File: src/rtl/rf_wb_arbiter.sv
// rf_wb_arbiter: write-port controller for the 16x32 dual-port register file.
// Round-robin arbitration of the ALU (src0) and load (src1) writeback
// requesters onto the single DPRF write port, plus a clear sweep that writes
// CLEAR_VALUE to every register after reset and whenever clear_req is seen.
module rf_wb_arbiter #(
    parameter int               NUM_REGS       = 16,
    parameter int               REG_BITS       = 4,
    parameter int               DBITS          = 32,
    parameter bit               CLEAR_ON_RESET = 1'b1,
    parameter logic [DBITS-1:0] CLEAR_VALUE    = '0
) (
    input  logic                clk,
    input  logic                reset,
    input  logic                src0_valid,
    input  logic [REG_BITS-1:0] src0_dest,
    input  logic [DBITS-1:0]    src0_data,
    output logic                src0_ready,
    input  logic                src1_valid,
    input  logic [REG_BITS-1:0] src1_dest,
    input  logic [DBITS-1:0]    src1_data,
    output logic                src1_ready,
    input  logic                clear_req,
    output logic                rf_we,
    output logic [REG_BITS-1:0] rf_regsel_dest,
    output logic [DBITS-1:0]    rf_datain,
    output logic                busy
);

    typedef enum logic {
        ST_CLEAR = 1'b0,
        ST_RUN   = 1'b1
    } state_t;

    localparam logic [REG_BITS-1:0] LAST_IDX = REG_BITS'(NUM_REGS - 1);

    state_t              state_q, state_d;
    logic [REG_BITS-1:0] clr_idx_q, clr_idx_d;
    logic                last_grant_q, last_grant_d;
    logic                rf_we_q, rf_we_d;
    logic [REG_BITS-1:0] rf_dest_q, rf_dest_d;
    logic [DBITS-1:0]    rf_data_q, rf_data_d;
    logic                grant0, grant1, run_open;

    // State register and registered write-port outputs; reset restarts the sweep at register 0.
    always_ff @(posedge clk or negedge reset) begin
        if (!reset) begin
            state_q      <= CLEAR_ON_RESET ? ST_CLEAR : ST_RUN;
            clr_idx_q    <= '0;
            last_grant_q <= 1'b1;
            rf_we_q      <= 1'b0;
            rf_dest_q    <= '0;
            rf_data_q    <= '0;
        end else begin
            state_q      <= state_d;
            clr_idx_q    <= clr_idx_d;
            last_grant_q <= last_grant_d;
            rf_we_q      <= rf_we_d;
            rf_dest_q    <= rf_dest_d;
            rf_data_q    <= rf_data_d;
        end
    end

    // Next-state logic: the sweep ends on the edge that issues the last register; clear_req restarts it.
    always_comb begin
        state_d   = state_q;
        clr_idx_d = '0;
        case (state_q)
            ST_CLEAR: begin
                if (clr_idx_q == LAST_IDX) begin
                    state_d = ST_RUN;
                end else begin
                    clr_idx_d = clr_idx_q + 1'b1;
                end
            end
            ST_RUN: begin
                if (clear_req) begin
                    state_d = ST_CLEAR;
                end
            end
            default: state_d = ST_RUN;
        endcase
    end

    // Output logic: round-robin grants gated by RUN and clear_req, and the next write-port values.
    always_comb begin
        grant0       = src0_valid & (~src1_valid | last_grant_q);
        grant1       = src1_valid & (~src0_valid | ~last_grant_q);
        run_open     = (state_q == ST_RUN) & ~clear_req;
        src0_ready   = run_open & grant0;
        src1_ready   = run_open & grant1;
        rf_we_d      = 1'b0;
        rf_dest_d    = rf_dest_q;
        rf_data_d    = rf_data_q;
        last_grant_d = last_grant_q;
        if (state_q == ST_CLEAR) begin
            rf_we_d   = 1'b1;
            rf_dest_d = clr_idx_q;
            rf_data_d = CLEAR_VALUE;
        end else if (src0_ready) begin
            rf_we_d      = 1'b1;
            rf_dest_d    = src0_dest;
            rf_data_d    = src0_data;
            last_grant_d = 1'b0;
        end else if (src1_ready) begin
            rf_we_d      = 1'b1;
            rf_dest_d    = src1_dest;
            rf_data_d    = src1_data;
            last_grant_d = 1'b1;
        end
    end

    assign rf_we          = rf_we_q;
    assign rf_regsel_dest = rf_dest_q;
    assign rf_datain      = rf_data_q;
    assign busy           = (state_q == ST_CLEAR);

endmodule
File: config.mk
export PLATFORM = sky130hd
export DESIGN_NAME = rf_wb_arbiter
export DESIGN_NICKNAME = d
export VERILOG_FILES = /design/src/rtl/rf_wb_arbiter.sv
export SDC_FILE = /design/constraint.sdc
export NUM_CORES = 1
export LEC_CHECK = 0
export CAP_MARGIN = 0
export CORE_UTILIZATION = 36
export CTS_BUF_LIST = sky130_fd_sc_hd__clkbuf_16
export DETAILED_ROUTE_END_ITERATION = 6
export HOLD_SLACK_MARGIN = 0.05
export PLACE_DENSITY = 0.86
export SLEW_MARGIN = 20
export SYNTH_ARGS = -nofsm -noshare
export SYNTH_HDL_FRONTEND = slang
export SYNTH_SLANG_ARGS = --single-unit
export TNS_END_PERCENT = 50
File: constraint.sdc
create_clock -name clk -period 1.5 [get_ports clk]
set_input_delay 0.225 -clock clk [delete_from_list [all_inputs] [get_ports clk]]
set_output_delay 0.225 -clock clk [all_outputs]
set_load 0.02 [all_outputs]
## After elaboration in Yosys (flattened, before gate mapping)

Cells that the tools add are included.

- Register bits after elaboration: 43
- Input port bits: 77

- Add/sub/neg operators: 1
- Muxes and demuxes: 16
- Equality and inequality tests: 2
- Reduce and logical (&&, ||, !) cells: 2
- Bitwise logic cells: 12

Operators with widths:

| operator | count |
|---|---|
| two-way mux 32 bit | 3 |
| two-way mux 4 bit | 5 |
| two-way mux 1 bit | 7 |
| bitwise AND 1 bit | 5 |
| NOT 1 bit | 5 |
| adder 4 x 1 -> 4 bit, second input constant | 1 |
| == test 4 bit, second input constant | 1 |
| inequality test 3 bit, second input constant | 1 |
| OR 1 bit | 2 |
| case mux 1 bit (2 select lines) | 1 |
| AND reduction 2 bit | 1 |
| nonzero test 2 bit | 1 |

## Depth between registers and ports, before layout

- Depth in word-level cells: 7
- Depth in mapped cells: 6

## Least setup slack after synthesis

Ideal clock, no wire load.

- Kind: flip-flop to flip-flop
- Start point: register last_grant_q
- End point: register rf_data_q[0], in the netlist rf_datain[0]
- Stages on the path, launching flop included: 7
- Setup time: 139 ps
- Path slack: -16 ps
- Required time: 1361 ps
- Arrival: 1377 ps
- Clock period less this slack: 1516 ps
- Path through: dfstp_2 -> nand2b_1 -> buf_6 -> and2_1 -> buf_2 -> buf_4 -> o311ai_2

- Longest elaborated chain between the ends: 5

Ends and longest elaborated chain:

| element | RTL line | text |
|---|---|---|
| from (decl) | 38 | `logic last_grant_q, last_grant_d;` |
| from (signal assigned) | 56 | `last_grant_q <= last_grant_d;` |
| OR 1 bit * | 86 | `grant0 = src0_valid & (~src1_valid \| last_grant_q);` |
| bitwise AND 1 bit * | 86 |  |
| bitwise AND 1 bit * | 89 | `src0_ready = run_open & grant0;` |
| named net src0_ready | 17 | `output logic src0_ready,` |
| two-way mux 32 bit | 99 | `end else if (src0_ready) begin` |
| two-way mux 32 bit | 95 | `if (state_q == ST_CLEAR) begin` |
| to (signal assigned) | 59 | `rf_data_q <= rf_data_d;` |
| to (decl) | 41 | `logic [DBITS-1:0] rf_data_q, rf_data_d;` |

The timed path passes the listed nets; every way through them passes the cells marked *.
A chain may end at the register's enable or synchronous reset.

## Worst setup path in the final report

- Start point: register rf_dest_q[3], in the netlist rf_regsel_dest[3]
- End point: output rf_regsel_dest[3]

RTL lines:

| element | RTL line | text |
|---|---|---|
| from (decl) | 40 | `logic [REG_BITS-1:0] rf_dest_q, rf_dest_d;` |
| from (signal assigned) | 58 | `rf_dest_q <= rf_dest_d;` |
| to (decl) | 24 | `output logic [REG_BITS-1:0] rf_regsel_dest,` |

No word-level cell between the ends.

==> results.sh <==
export IMPL_synth_edf_count=0
export IMPL_grt_max_degree=38
export IMPL_synth_top_cells_by_area="dfrtp_1 (45%), o211ai_1 (10%), nand3_1 (7.7%)"
export IMPL_dpl_worst_slack_ns=-0.542
export IMPL_dpl_instance_area_um2=3650
export IMPL_rr_worst_depth=4
export IMPL_post_synth_top_count_cell="dfrtp_1"
export IMPL_worst_slack_ns=0.0108
export IMPL_num_rows=29
export IMPL_dieWidth_um=82.7
export IMPL_dp_cells=426
export IMPL_drc=0
export IMPL_maxCapViolations=0
export IMPL_synthFlopType="dfrtp_1"
export IMPL_final_hold_viol_count=0
export IMPL_setup_viol=0
export IMPL_cpMaxStageDelayCell="clkdlybuf4s50_1"
export IMPL_period_minus_slack_ns=1.49
export IMPL_required_ns=1.27
export IMPL_critPathLaunch="rf_regsel_dest[3]$_DFFE_PN0P_"
export IMPL_reg2reg_slack_ns=0.03
export IMPL_rsz0062_at_grt="yes"
export IMPL_cts_root_buf="clkbuf_16"
export IMPL_clk_pin_slew_ns=0.06
export IMPL_power_density_nw_per_um2=1060
export IMPL_ys_seq_area_frac=0.459
export IMPL_cp_arrival_ns=1.26
export IMPL_critical_path_top_delay_family="buffers and inverters"
export IMPL_hp_class="in -> async"
export IMPL_tritoncts="yes"
export IMPL_netlist_instances=241
export IMPL_diodes=0
export IMPL_grtUsageTotal=0.212
export IMPL_status="finished clean"
export IMPL_crit_fanout=2
export IMPL_async_flop_share=1.00
export IMPL_final_nets=437
export IMPL_grt_overflow_total=0
export IMPL_final_area_um2=3890
export IMPL_routedWlPerCell_um=16.3
export IMPL_cts_made_buffers=5
export IMPL_htreeDepth=2
export IMPL_relSlewSlack=0.523
export IMPL_dp_hpwl_um=5060
export IMPL_io_buffers=116
export IMPL_synth_cell_types=31
export IMPL_p_leak_nw=2.00
export IMPL_crit_path_start_kind="flip-flop"
export IMPL_die_y_um=82.7
export IMPL_crit_reg2reg_launch="state_q$_DFF_PN0_"
export IMPL_synth_commonest_cells="dfrtp_1 (42), inv_1 (38), nand3_1 (36), o211ai_1 (32), o311ai_1 (20)"
export IMPL_critPathMaxStageDelay_ns=0.62
export IMPL_insertion_delay_ns=0.28
export IMPL_final_cells=437
export IMPL_wl_um=7100
export IMPL_avgSynthCellArea_um2=9.73
export IMPL_crit_chain="clkdlybuf4s50_1"
export IMPL_yosys_area_top_type_share=0.448
export IMPL_via_count=2399
export IMPL_crit_path_end_kind="output pin"
export IMPL_yosysWarnings=0
export IMPL_io_pins=117
export IMPL_hold_ws_ns=0.384
export IMPL_die_area_um2=6840
export IMPL_skew_ns=0.00290
export IMPL_power_mw=4.12
export IMPL_fmax_mhz=671
export IMPL_crit_buf_inv=1
export IMPL_cts_sinks=43
export IMPL_antenna_found_initial=0
export IMPL_ant_nets=0
export IMPL_fin_crit_sh=0.993
export IMPL_final_core_util=0.617
export IMPL_worstSetupPathType="reg -> out"
export IMPL_routabilityCongestion=0.751
export IMPL_setup_tns_ns=0
export IMPL_syn_cell_area_um2=2350
export IMPL_max_slew_worst_pin_slew_ns=0.714
export IMPL_synth_nets=319
export IMPL_clk_path_buf_depth=2
export IMPL_firstDrtPassIters=4
export IMPL_grt_pass1_wl_um=11000
export IMPL_area_delta_synth_final_pct=66.0
export IMPL_slew_viol_final=0
export IMPL_core_area_um2=6310
export IMPL_drt_iter0_markers=105
export IMPL_floorplan_initialDensity=0.372
export IMPL_synth_seq_cells=43
export IMPL_cp_depth=1
export IMPL_grt_pass1_vias=2366
export IMPL_synth_top_area_cell="dfrtp_1"
export IMPL_ir_drop_mv=0.776
export IMPL_vias_per_cell=5.49
export IMPL_drive_gt1_frac=0.139
[cells in the final DEF, fill, tap and decap left out, types with 2 or more instances in the layout]
cell type        synthesis  final
clkdlybuf4s50_1          0     88
dfrtp_1                 42     42
inv_1                   38     38
nand3_1                 36     36
o211ai_1                32     32
o311ai_1                20     24
dlymetal6s2s_1           0     20
buf_4                    1     19
o311ai_2                 9     10
nor2b_1                  6      5
clkbuf_16                0      5
a31oi_1                  4      4
dlygate4sd2_1            0      4
clkinv_2                 0      3
nand2_1                  2      2
a21oi_1                  3      2
o311ai_0                 7      2
buf_12                   0      2
[metal layers]
| metal | routed length [um] | GRT usage | vias to the layer above |
|---|---|---|---|
| met3 | 438 | 0.0527 | 12 |
| met4 | 102 | 0.0672 | 0 |
| met5 | 0 | 0 | - |
| met1 | 2880 | 0.243 | 1164 |
| li1 | - | - | 1135 |
| met2 | 3690 | 0.382 | 88 |
[report_power, final]
part           internal (mW)  switching (mW)
Combinational          0.773           0.776
Clock                  0.607           0.425
Sequential              1.37           0.165
[timing repair]
| action | CTS | global route |
|---|---|---|
| resized for setup | 23 | 27 |
| endpoints found under the hold margin | 13 | 0 |
| setup endpoints to repair | 40 | 30 |
| pin swaps | 0 | 1 |
| setup buffers | 1 | 1 |
| hold buffers | 1 | 0 |
[final timing paths]
kind | endpoint
max | rf_regsel_dest[3]
min | rf_we$_DFF_PN0_
max reg2reg | rf_datain[5]$_DFFE_PN0P_
min reg2reg | clr_idx_q[0]$_DFF_PN0_
max in group asynchronous | rf_datain[14]$_DFFE_PN0P_
min in group clk | rf_datain[25]$_DFFE_PN0P_
[area by class of cell]
class / instances / area, um2
Fill cell: 547 / 2420
Timing Repair Buffer: 138 / 1400
Sequential cell: 43 / 1080
Multi-Input combinational cell: 133 / 1040
Inverter: 38 / 143
Clock buffer: 5 / 125
Tap cell: 77 / 96.3
Clock inverter: 3 / 15.0
[flip-flops by register name, indices dropped and copies added (netlist names)]
register / count
state_q: 1
last_grant_q: 1
clr_idx_q: 4
rf_datain: 32
rf_we: 1
rf_regsel_dest: 4
[kinds of logic after synthesis]
family          count (synthesis)  share of synthesized area
compound gates                 80                      0.298
xor+xnor                        1                    0.00373
fa+ha+maj                       1                    0.00533
buf+inv                        65                      0.117
flops                          43                      0.459
mux                             1                    0.00427
simple gates                   50                      0.112
Note: power is estimated with default switching activity, not from simulation.
